==> src/rtl/pipe_stage_elastic.sv <==
// Elastic valid/ready pipeline stage register with an optional 2-entry skid buffer.
// The payload is squashed to BUBBLE on flush or empty; the sideband keeps being captured.
module pipe_stage_elastic #(
    parameter int                 DATA_W = 32,
    parameter int                 SIDE_W = 32,
    parameter logic [DATA_W-1:0]  BUBBLE = '0,
    parameter int                 SKID   = 1
) (
    input  logic              clock,
    input  logic              reset,
    input  logic              flush,
    input  logic              in_valid,
    output logic              in_ready,
    input  logic [DATA_W-1:0] in_data,
    input  logic [SIDE_W-1:0] in_side,
    output logic              out_valid,
    input  logic              out_ready,
    output logic [DATA_W-1:0] out_data,
    output logic [SIDE_W-1:0] out_side,
    output logic [1:0]        occupancy,
    output logic [1:0]        dbg_state
);

    // Handshake: a beat moves on a rising edge when valid & ready are both high.
    // valid never waits on ready; once valid is raised, data/side stay stable until the beat fires.
    typedef enum logic [1:0] {
        ST_EMPTY = 2'd0,
        ST_ONE   = 2'd1,
        ST_FULL  = 2'd2
    } state_t;

    state_t            state;
    logic [DATA_W-1:0] m_d;
    logic [SIDE_W-1:0] m_s;
    logic [DATA_W-1:0] s_d;
    logic [SIDE_W-1:0] s_s;
    logic              m_v;
    logic              s_v;
    logic              in_fire;
    logic              out_fire;

    assign m_v = (state != ST_EMPTY);
    assign s_v = (state == ST_FULL);

    // With the skid buffer, ready comes straight from state so out_ready never reaches in_ready.
    assign in_ready = (SKID != 0) ? !s_v : (out_ready || !m_v);

    assign in_fire  = in_valid && in_ready;
    assign out_fire = m_v && out_ready;

    assign out_valid = m_v;
    assign out_data  = m_d;
    assign out_side  = m_s;
    assign occupancy = {1'b0, m_v} + {1'b0, s_v};
    assign dbg_state = state;

    always_ff @(posedge clock or negedge reset) begin
        if (!reset) begin
            state <= ST_EMPTY;
            m_d   <= BUBBLE;
            m_s   <= '0;
            s_d   <= BUBBLE;
            s_s   <= '0;
        end else if (flush) begin
            // The incoming beat is swallowed, but its sideband is kept for the redirect target.
            state <= ST_EMPTY;
            m_d   <= BUBBLE;
            m_s   <= in_side;
            s_d   <= BUBBLE;
        end else begin
            case (state)
                ST_EMPTY: begin
                    if (in_fire) begin
                        state <= ST_ONE;
                        m_d   <= in_data;
                        m_s   <= in_side;
                    end
                end
                ST_ONE: begin
                    if (in_fire && out_fire) begin
                        m_d <= in_data;
                        m_s <= in_side;
                    end else if (in_fire && (SKID != 0)) begin
                        state <= ST_FULL;
                        s_d   <= in_data;
                        s_s   <= in_side;
                    end else if (out_fire) begin
                        state <= ST_EMPTY;
                        m_d   <= BUBBLE;
                    end
                end
                ST_FULL: begin
                    if (out_fire) begin
                        state <= ST_ONE;
                        m_d   <= s_d;
                        m_s   <= s_s;
                        s_d   <= BUBBLE;
                    end
                end
                default: begin
                    state <= ST_EMPTY;
                    m_d   <= BUBBLE;
                    s_d   <= BUBBLE;
                end
            endcase
        end
    end

endmodule

==> config.mk <==
export PLATFORM = sky130hd
export DESIGN_NAME = pipe_stage_elastic
export DESIGN_NICKNAME = d
export VERILOG_FILES = /design/src/rtl/pipe_stage_elastic.sv
export SDC_FILE = /design/constraint.sdc
export NUM_CORES = 1
export LEC_CHECK = 0
export BUFFER_PORTS_ARGS = -buffer_cell sky130_fd_sc_hd__buf_2
export CAP_MARGIN = 25
export CORE_ASPECT_RATIO = 1.4
export CORE_MARGIN = 5
export CORE_UTILIZATION = 58
export DETAILED_ROUTE_END_ITERATION = 6
export PLACE_DENSITY = 0.86
export SYNTH_ARGS = -nofsm -noshare
export SYNTH_HDL_FRONTEND = slang
export SYNTH_SLANG_ARGS = --single-unit
==> constraint.sdc <==
create_clock -name clock -period 4.2 [get_ports clock]
set_input_delay 0.84 -clock clock [delete_from_list [all_inputs] [get_ports clock]]
set_output_delay 0.84 -clock clock [all_outputs]
set_load 0.05 [all_outputs]
# Word level (Yosys, flattened, before mapping)
# Index checks and enable logic that the tools add are counted.
dict set report totals {
  output_inout_bits 70
  register_bits 130
  wordCells 53
  inputBits 69
}
dict set report op_classes {
  add_sub_neg 1
  n_bitwise 2
  n_reduce_logical 12
  n_eq_ne 11
  muxes 22
}
# operator count
set ops {}
lappend ops {{two-way mux 32 bit} 12}
lappend ops {{one-hot mux 32 bit (3 select lines)} 3}
lappend ops {{AND reduction 4 bit} 5}
lappend ops {{two-way mux 2 bit} 6}
lappend ops {{inequality test 3 bit, second input constant} 4}
lappend ops {{inequality test 4 bit, second input constant} 3}
lappend ops {{one-hot mux 2 bit (3 select lines)} 1}
lappend ops {{nonzero test 4 bit} 1}
lappend ops {{logical AND 1 bit} 3}
lappend ops {{inequality test 3 x 2 -> 1 bit, second input constant} 1}
lappend ops {{adder 1 x 1 -> 2 bit} 1}
lappend ops {{equality test 2 x 1 -> 1 bit, second input constant} 1}
lappend ops {{equality test 2 bit, second input constant} 1}
lappend ops {{zero test 2 bit} 1}
lappend ops {{inequality test 2 bit, second input constant} 1}
lappend ops {{NOT 1 bit} 2}
lappend ops {{nonzero test 2 bit} 1}
lappend ops {{zero test 1 bit} 1}

# Longest topological paths before layout
# Gate-level depths: netlist of run 1.
dict set report depth {
  ltp_word 7
  ltp_mapped 7
  depth_no_buf 5
}

# Worst setup path after synthesis of run 1
# OpenSTA, ideal clock, no wires.
dict set report synth_path {
  path_type {flip-flop to output port}
  start {register state[1] (netlist: dbg_state[1])}
  end {output port occupancy[0]}
  n_path_buf 1
  slack_ns 1.456
  t_required_ns 3.360
  stages_incl_launch_ff 5
  arrival_ns 1.904
  path_cell_list {dfrtp_1 -> buf_2 -> or2_2 -> ha_1 -> inv_1}
}
dict set report synth_via {
  elab_chain_len 2
  elab_cells_between_ends 3
  classes_between {add/sub: 1; eq/ne: 1; reduce/logical: 1}
}
# element line_no
set synth_lines {}
lappend synth_lines {{start, declared} 32} ;# state_t state;
lappend synth_lines {{start signal, assigned} 59} ;# state <= ST_EMPTY;
lappend synth_lines {{start signal, assigned} 66} ;# state <= ST_EMPTY;
lappend synth_lines {{start signal, assigned} 74} ;# state <= ST_ONE;
lappend synth_lines {{nonzero test 2 bit} 42} ;# assign m_v = (state != ST_EMPTY);
lappend synth_lines {{net out_valid} 16} ;# output logic out_valid,
lappend synth_lines {{adder 1 x 1 -> 2 bit} 54} ;# assign occupancy = {1'b0, m_v} + {1'b0, s_v};
lappend synth_lines {{end, declared} 20} ;# output logic [1:0] occupancy,
# The timed path passes the listed nets, and every way through them passes these cells.

# Worst setup path after layout of run 1
dict set report layout_path {
  start {register state[1] (netlist: dbg_state[1])}
  end {output port occupancy[1]}
}
dict set report layout_via {
  elab_chain_len 2
  elab_cells_between_ends 3
  classes_between {add/sub: 1; eq/ne: 1; reduce/logical: 1}
}
# element line_no
set layout_lines {}
lappend layout_lines {{equality test 2 bit / nonzero test 2 bit (equally long branches)} {43, 42}}
lappend layout_lines {{adder 1 x 1 -> 2 bit *} 54}
# Mark *: on every way between the ends. The rest lies on a longest branch, timed or not.

==> PnR_summary.wiki, run 1 <==
{| class="wikitable"
! Metric !! Value
|-
| Sequential fraction of the synthesis area || between 50 and 60%
|-
| First-pass DRT Iterations || 7
|-
| Number of inserted diodes || 0
|-
| Worst path required time || 3.36 ns
|-
| Total of max-cap violations || 0
|-
| Overflow left after global routing || 0
|-
| Layout cells sized above 1 || approximately a third
|-
| Maximum buffer depth of the clock tree || 2
|-
| Drt drc || 0
|-
| Kind of path behind the tightest hold check || flip-flop to flip-flop
|-
| Tot Pwr || 4.20 mW
|-
| Launching point of the worst reg2reg path || dbg_state[1]$_DFFE_PN0P_
|-
| Hold Path Depth || 1
|-
| Final cell utilization of the core || about 73%
|-
| Synth Warn # || 0
|-
| Reg2reg setup slack || about 2.0 ns
|-
| Horizontal extent of the die || roughly 94 um
|-
| Portion of synthesized cell area occupied by the leading cell type || 56.8%
|-
| TritonCTS sink count || 130
|-
| Final Net Count || 686
|-
| Max Clock Freq || around 340 MHz
|-
| Max_slew headroom || 43.9%
|-
| Highest-delay cell along the critical path || dfrtp_1
|-
| Antenna viol nets, final || 0
|-
| Period utilisation layout || just under 70%
|-
| Detailed-route via count || approximately 4300
|-
| Post-detailed-routing wire length || about 14 mm
|-
| Pwr per Cell Area || 588 nW/um2
|-
| Half-perimeter wire length after detailed placement || 9.44 mm
|-
| Wire length of the first global-routing pass || 22.3 mm
|-
| Outcome || finished, final reports clean
|-
| Iter 0 DRT Violations || 330
|-
| Count of endpoints failing hold in the final timing report || 0
|-
| R2r worst-path depth || 3
|-
| Vertical die dimension || 128 um
|-
| Post-synthesis net count || 555
|-
| R2R Path End || s_s[14]$_DFFE_PN0P_
|-
| Arrival time at the worst endpoint || 2.08 ns
|-
| Number of buffers inserted during clock tree synthesis || 17
|-
| Post-CTS Setup Repair Bufs || 0
|-
| Mapped Cells || around 490
|-
| Core Box Area || 9790 um2
|-
| Series of cell instances along the critical path || nand2b_2, inv_1, buf_4, buf_2
|-
| Kind of launch point of the worst setup path || flip-flop
|-
| Hold EP || out_data[11]$_DFFE_PN0P_
|-
| Number of global-route vias before repair || approximately 4600
|-
| Unrepaired setup endpoints after global routing || false
|-
| Crit-path leading delay family || buffers and inverters
|-
| Cell area after placement || between 6000 and 7000 um2
|-
| Vias per inst || 5.57
|-
| VDD IR-drop max || between 0.4 and 0.5 mV
|-
| Largest net degree at the start of global routing || 75
|-
| Number of I/O pins || 139
|-
| Signed area change from the synthesized netlist to the final layout || 24.6%
|-
| Post_cts resized || 0
|-
| Tightest Pin Transition || 0.841 ns
|-
| Die area || approximately 12000 um2
|-
| Static Leak || 3.39 nW
|-
| WS Path Type || flip-flop to output pin
|-
| Average wire length per cell after detail routing || about 18 um
|-
| Largest fanout of any net on the critical path || 33
|-
| Count of buffers inserted at the top-level ports || 138
|-
| Final max-slew violation count || 0
|-
| Largest cells by area after synthesis || dfrtp_1, mux2i_1, mux2_2
|-
| Worst path buffer plus inverter count || 3
|-
| Seq cells post-synth || 130
|-
| Final number of setup-violating endpoints || 0
|-
| Max Clock Skew || 0.00796 ns
|-
| Unique cell type count in the Yosys netlist || 34
|-
| Average instance area after synthesis || 11.8 um2
|-
| Minimum clock period after layout || 2.92 ns
|-
| Area of the mapped netlist || 5730 um2
|-
| Clock latency on the worst-skew pair || between 0.4 and 0.5 ns
|-
| Clock tree from TritonCTS || yes
|-
| Total track usage || 24.1%
|-
| Total negative slack || 0 ns
|-
| Weighted congestion at the end of routability-driven global placement || around 0.80
|-
| # rows || 43
|-
| Post-cts hold buffer count || 0
|-
| Initial antenna violation count || 1
|-
| Root buffer cell || clkbuf_16
|-
| CTS clk-pin slew, worst paths || 0.06 ns
|-
| Crit-path max cell delay || around 0.66 ns
|-
| Post-synth top area cell || dfrtp_1
|-
| Starting Density || 58.5%
|-
| Non-Filler Cell Area, Final || roughly 7000 um2
|-
| Number of levels in the clock H-tree || 4
|-
| Critical Path Sink Type || output pin
|-
| Worst hold start || out_data[11]$_DFFE_PN0P_
|}
-- metrics by stage --
step,setup WS (ns),hold slack (ns),cells
6_report,1.28,0.483,763
5_1_grt,1.18,0.492,763
4_1_cts,1.28,0.486,763
3_5_place_dp,1.51,0.469,732
3_3_place_gp,1.59,0.466,729
2_1_floorplan,1.46,0.464,485
-- report_power, final --
| group | switching (mW) | leakage [nW] | internal, mW | total [mW] |
|---|---|---|---|---|
| sequential | 0.150 | 1.68 | 1.51 | 1.66 |
| combinational | 0.695 | 1.42 | 0.332 | 1.03 |
| clock | 0.515 | 0.291 | 0.993 | 1.51 |
-- layout by cell type (no fill, tap or decap), types with 17 or more instances in the layout --
master,count
inv_1,36
mux2i_1,65
dfrtp_1,130
o21ai_1,28
a22oi_1,32
buf_2,137
nand2_1,66
o2bb2ai_1,32
clkbuf_16,17
mux2_2,25
-- worst register-to-register path, stage by stage (launching register included) --
cell and delay (ns):
dfrtp_1 0.56, nor2_1 0.25, nand3_2 0.67, mux2_1 0.60
-- cell type report --
class / count / area (um2)
Clock buffer: 23 / 488
Clock inverter: 8 / 126
Fill cell: 713 / 2660
Inverter: 36 / 135
Multi-Input combinational cell: 284 / 2150
Sequential cell: 130 / 3250
Tap cell: 135 / 169
Timing Repair Buffer: 147 / 813
-- cells in the mapped netlist --
cell type	instances
and2_1	1
inv_1	36
nand3_2	1
dfrtp_1	130
nor2_1	5
o2bb2ai_1	32
o21ai_1	29
a21oi_1	2
mux2_2	25
buf_4	4
nor3_4	1
nand2b_1	2
and2b_2	1
a222oi_1	1
buf_1	2
or2_2	1
a21oi_2	1
mux2i_1	65
ha_1	1
nand2_1	66
nor2_4	1
mux2_1	7
a211oi_4	1
o21ai_0	4
nand2b_2	1
nor2b_1	1
buf_6	3
clkbuf_2	2
a22oi_1	32
clkbuf_4	1
o221a_1	1
buf_2	23
or2_1	1
a21o_1	1
-- registers in the layout, indices dropped and copies added (netlist names) --
name and flops:
out_side 32, s_s 32, s_d 32, out_data 32, dbg_state 2
-- worst max-delay path by stage --
stage | slack [ns] | start | depth (start not counted) | to
2_1_floorplan | 1.46 | dbg_state[1]$_DFFE_PN0P_ | 4 | occupancy[0]
3_3_place_gp | 1.59 | out_ready | 4 | s_s[11]$_DFFE_PN0P_
3_5_place_dp | 1.51 | out_ready | 4 | s_s[14]$_DFFE_PN0P_
4_1_cts | 1.28 | dbg_state[1]$_DFFE_PN0P_ | 4 | occupancy[1]
5_1_grt | 1.18 | dbg_state[1]$_DFFE_PN0P_ | 4 | occupancy[1]
6_report | 1.28 | dbg_state[1]$_DFFE_PN0P_ | 4 | occupancy[1]
-- routing by layer --
| layer | global-route usage [%] | wire length, um | vias to the layer above |
|---|---|---|---|
| met5 | 0 | 13 | - |
| li1 | - | - | 1958 |
| met3 | 6.60 | 758 | 35 |
| met1 | 26.9 | 5120 | 2111 |
| met4 | 11.1 | 420 | 2 |
| met2 | 42.2 | 7380 | 147 |
-- cell families after synthesis --
family | after synthesis | share of synthesized area, %
fa+ha+maj | 1 | 0.218
buf+inv | 71 | 5.92
compound gates | 104 | 13.1
simple gates | 82 | 6.27
mux | 97 | 17.6
flops | 130 | 56.8
Power figures use the tool's default switching activity.
==> inputs of run 2 (changes only) <==
--- a/config.mk
+++ b/config.mk
@@ -5,13 +5,14 @@
 export SDC_FILE = /design/constraint.sdc
 export NUM_CORES = 1
 export LEC_CHECK = 0
+export ABC_AREA = 1
 export BUFFER_PORTS_ARGS = -buffer_cell sky130_fd_sc_hd__buf_2
 export CAP_MARGIN = 25
 export CORE_ASPECT_RATIO = 1.4
 export CORE_MARGIN = 5
-export CORE_UTILIZATION = 58
+export CORE_UTILIZATION = 50
 export DETAILED_ROUTE_END_ITERATION = 6
-export PLACE_DENSITY = 0.86
+export PLACE_DENSITY = 0.77
 export SYNTH_ARGS = -nofsm -noshare
 export SYNTH_HDL_FRONTEND = slang
 export SYNTH_SLANG_ARGS = --single-unit
==> constraint.sdc (replaced) <==
create_clock -name clock -period 2.4 [get_ports clock]
set_input_delay 0.48 -clock clock [delete_from_list [all_inputs] [get_ports clock]]
set_output_delay 0.48 -clock clock [all_outputs]
set_load 0.05 [all_outputs]
==> PnR_summary.wiki, run 2 <==
{| class="wikitable"
! Metric !! Value
|-
| Outcome || finished with violations
|-
| Violations in the final reports || hold timing
|-
| Sequential fraction of the synthesis area || 48.7% (-8.1 points)
|-
| Overflow left after global routing || 0 (unchanged)
|-
| TritonCTS sink count || 130 (unchanged)
|-
| Antenna viol nets, final || 0 (unchanged)
|-
| Total of max-cap violations || 0 (unchanged)
|-
| Hold_ws || -0.00875 ns (-0.492 ns)
|-
| Total negative slack || 0 ns (unchanged)
|-
| Area of the mapped netlist || 6680 um2 (+17%)
|-
| Most common cell in the netlist || nand2_1
|-
| Ranking of synthesized cells by instance count || nand2_1, dfrtp_1, nand3_1, nor2_1, o21ai_0
|-
| Root buffer cell || clkbuf_16
|-
| Kind of launch point of the worst setup path || flip-flop
|-
| Most common cell after layout, fill and taps aside || nand2_1
|-
| Cell area after placement || 7500 um2 (+15%)
|-
| Number of enable-type register cells in the synthesized netlist || 0 (unchanged)
|-
| Horizontal extent of the die || 108 um (+15%)
|-
| Arrival time at the worst endpoint || 1.85 ns (-0.23 ns)
|-
| Cell repeated most along the worst path || clkinvlp_4
|-
| Layout cells sized above 1 || 20.4% (-13 points)
|-
| CTS clk-pin slew, worst paths || 0.06 ns (about the same)
|-
| Synth Warn # || 0 (unchanged)
|-
| Final cell utilization of the core || 61.7% (-11 points)
|-
| Final number of setup-violating endpoints || 0 (unchanged)
|-
| Number of levels in the clock H-tree || 4 (unchanged)
|-
| Worst Slack Setup Final || 0.0671 ns (-1.21 ns)
|-
| Period utilisation layout || 97.2%
|-
| Number of global-route vias before repair || 5990 (+31%)
|-
| Number of buffers inserted during clock tree synthesis || 17 (unchanged)
|-
| Pre-CTS worst setup slack || 0.258 ns (-1.25 ns)
|-
| Largest fanout of any net on the critical path || 13 (-61%)
|-
| Vias per inst || 4.99 (-10%)
|-
| Count of endpoints failing hold in the final timing report || 3 (+3)
|-
| Top library cells by usage in the layout, fill and taps aside || nand2_1, buf_2, dfrtp_1
|-
| Critical Path Sink Type || output pin
|-
| Post-detailed-routing wire length || 17.3 mm (+27%)
|-
| Final Net Count || 1127 (+64%)
|-
| Clock latency on the worst-skew pair || 0.41 ns (about the same)
|-
| Worst path required time || 1.92 ns (-1.44 ns)
|-
| Post-cts hold buffer count || 0 (unchanged)
|-
| # rows || 50 (+16%)
|-
| Static Leak || 4.49 nW (+32%)
|-
| Seq cells post-synth || 130 (unchanged)
|-
| Average wire length per cell after detail routing || 13.8 um (-23%)
|-
| Series of cell instances along the critical path || nor2_4, clkinvlp_4, ha_4, clkinvlp_4, buf_2
|-
| Drt drc || 0 (unchanged)
|-
| VDD IR-drop max || 0.555 mV (+32%)
|-
| Max Clock Freq || 429 MHz
|-
| Half-perimeter wire length after detailed placement || 11.6 mm (+22%)
|-
| Share of synthesized flip-flops with an asynchronous set or reset || 100% (unchanged)
|-
| Crit-path max cell delay || 0.52 ns (-0.14 ns)
|-
| Wire length of the first global-routing pass || 29.1 mm (+30%)
|-
| Unrepaired setup endpoints after global routing || false
|-
| Area occupied by registers || 3260 um2 (about the same)
|-
| Area used by multi-input combinational logic || 2950 um2 (+37%)
|-
| Clock tree from TritonCTS || yes
|-
| Mapped Cells || 937 (+93%)
|-
| Unique cell type count in the Yosys netlist || 23 (-32%)
|-
| Maximum buffer depth of the clock tree || 2 (unchanged)
|-
| Post-synth top area cell || dfrtp_1
|-
| Signed area change from the synthesized netlist to the final layout || 22.5%
|-
| Number of cells in the design after placement || 1218 (+66%)
|-
| Vertical die dimension || 147 um (+15%)
|-
| Die area || 15800 um2 (+32%)
|-
| Portion of synthesized cell area occupied by the leading cell type || 48.7% (-8.1 points)
|-
| Crit-path leading delay family || flip-flops
|-
| Weighted congestion at the end of routability-driven global placement || 0.859 (+7.0%)
|-
| Average instance area after synthesis || 7.13 um2 (-40%)
|-
| WS Path Type || flip-flop to output pin
|-
| Max_slew headroom || 41.5% (-2.4 points)
|-
| Detailed-route via count || 6245 (+47%)
|-
| Number of I/O pins || 139 (unchanged)
|-
| Pwr per Cell Area || 1010 nW/um2 (+72%)
|-
| Total track usage || 22.7% (-1.4 points)
|-
| Post-synthesis net count || 1007 (+81%)
|-
| Kind of path behind the tightest hold check || input pin to async pin
|-
| Minimum clock period after layout || approximately 2.3 ns
|-
| Prevailing post-synth register cell || dfrtp_1
|-
| Tot Pwr || 8.28 mW (+97%)
|-
| Post-CTS Setup Repair Bufs || 0 (unchanged)
|-
| Largest cells by area after synthesis || dfrtp_1, nand2_1, nand3_1
|-
| Iter 0 DRT Violations || 414 (+25%)
|-
| Post_cts resized || 0 (unchanged)
|-
| Non-Filler Cell Area, Final || 8180 um2 (+15%)
|-
| Tightest Pin Transition || 0.877 ns (+0.0366 ns)
|-
| Starting Density || 50.3% (-8.1 points)
|-
| Count of buffers inserted at the top-level ports || 138 (unchanged)
|-
| Largest net degree at the start of global routing || 65 (-13%)
|-
| Worst path buffer plus inverter count || 3 (unchanged)
|-
| Core Box Area || 13300 um2 (+35%)
|-
| Total of fill cells in the finished design || 1254 (+76%)
|-
| Number of inserted diodes || 0 (unchanged)
|-
| Max Clock Skew || 0.00910 ns (+0.00114 ns)
|-
| Highest-delay cell along the critical path || dfrtp_2
|-
| Final max-slew violation count || 0 (unchanged)
|-
| Initial antenna violation count || 3 (+2)
|-
| Non-filler instance count after layout || 1251 (+64%)
|-
| First-pass DRT Iterations || 5 (-2)
|}
## run 2: worst paths after layout
check                                         startpoint  slack (ns)                        to  depth (start not counted)
max in group asynchronous                          reset        1.75  out_side[30]$_DFFE_PN0P_                          2
worst max register to register  dbg_state[1]$_DFFE_PN0P_        0.28  out_data[26]$_DFFE_PN0P_                          9
worst max-delay path            dbg_state[1]$_DFFE_PN0P_        0.07              occupancy[0]                          5
worst min register to register   out_side[2]$_DFFE_PN0P_        0.46   out_side[2]$_DFFE_PN0P_                          2
min in group clock                           in_side[15]        0.31       s_s[15]$_DFFE_PN0P_                          3
worst min-delay path                               reset      -0.009  out_data[12]$_DFFE_PN0P_                          1
## run 2: final cells by class
| type | count | area share (%) |
|---|---|---|
| flip-flops and latches | 130 | 39.8 |
| multi-input cells | 705 | 36.1 |
| repair buffers | 162 | 11.3 |
| clock buffers | 19 | 5.54 |
| well taps | 182 | 2.78 |
| clock inverters | 12 | 2.51 |
| inverters | 41 | 2.00 |
## run 2: power breakdown
group          switching [mW]  total [mW]  internal [mW]  leakage (nW)
registers               0.273        2.97           2.70          1.67
clock network           0.965        2.86           1.90         0.316
logic                    1.80        2.45          0.647          2.50
## run 2: metal layers
metal  track usage, %  wire [um]
met2             38.2       8530
met3             5.54       1210
met4             8.65        399
met5                0         46
met1             28.0       7130
## run 2: worst reg2reg max path, stage by stage, from the launching register on
cell and delay [ns]:
dfrtp_2 0.55, inv_4 0.07, nand2_2 0.10, nor2_1 0.06
nand2_1 0.09, inv_1 0.05, nor2_2 0.68, buf_4 0.33
nand2_1 0.09, nand2_1 0.06
## run 2: cells by family after synthesis
family | count (synthesis) | share of synthesized area, %
AND/OR/NAND/NOR | 639 | 38.8
flip-flops | 130 | 48.7
buffers and inverters | 102 | 7.36
AO/OA/AOI/OAI | 65 | 4.89
adder cells (fa/ha/maj) | 1 | 0.187
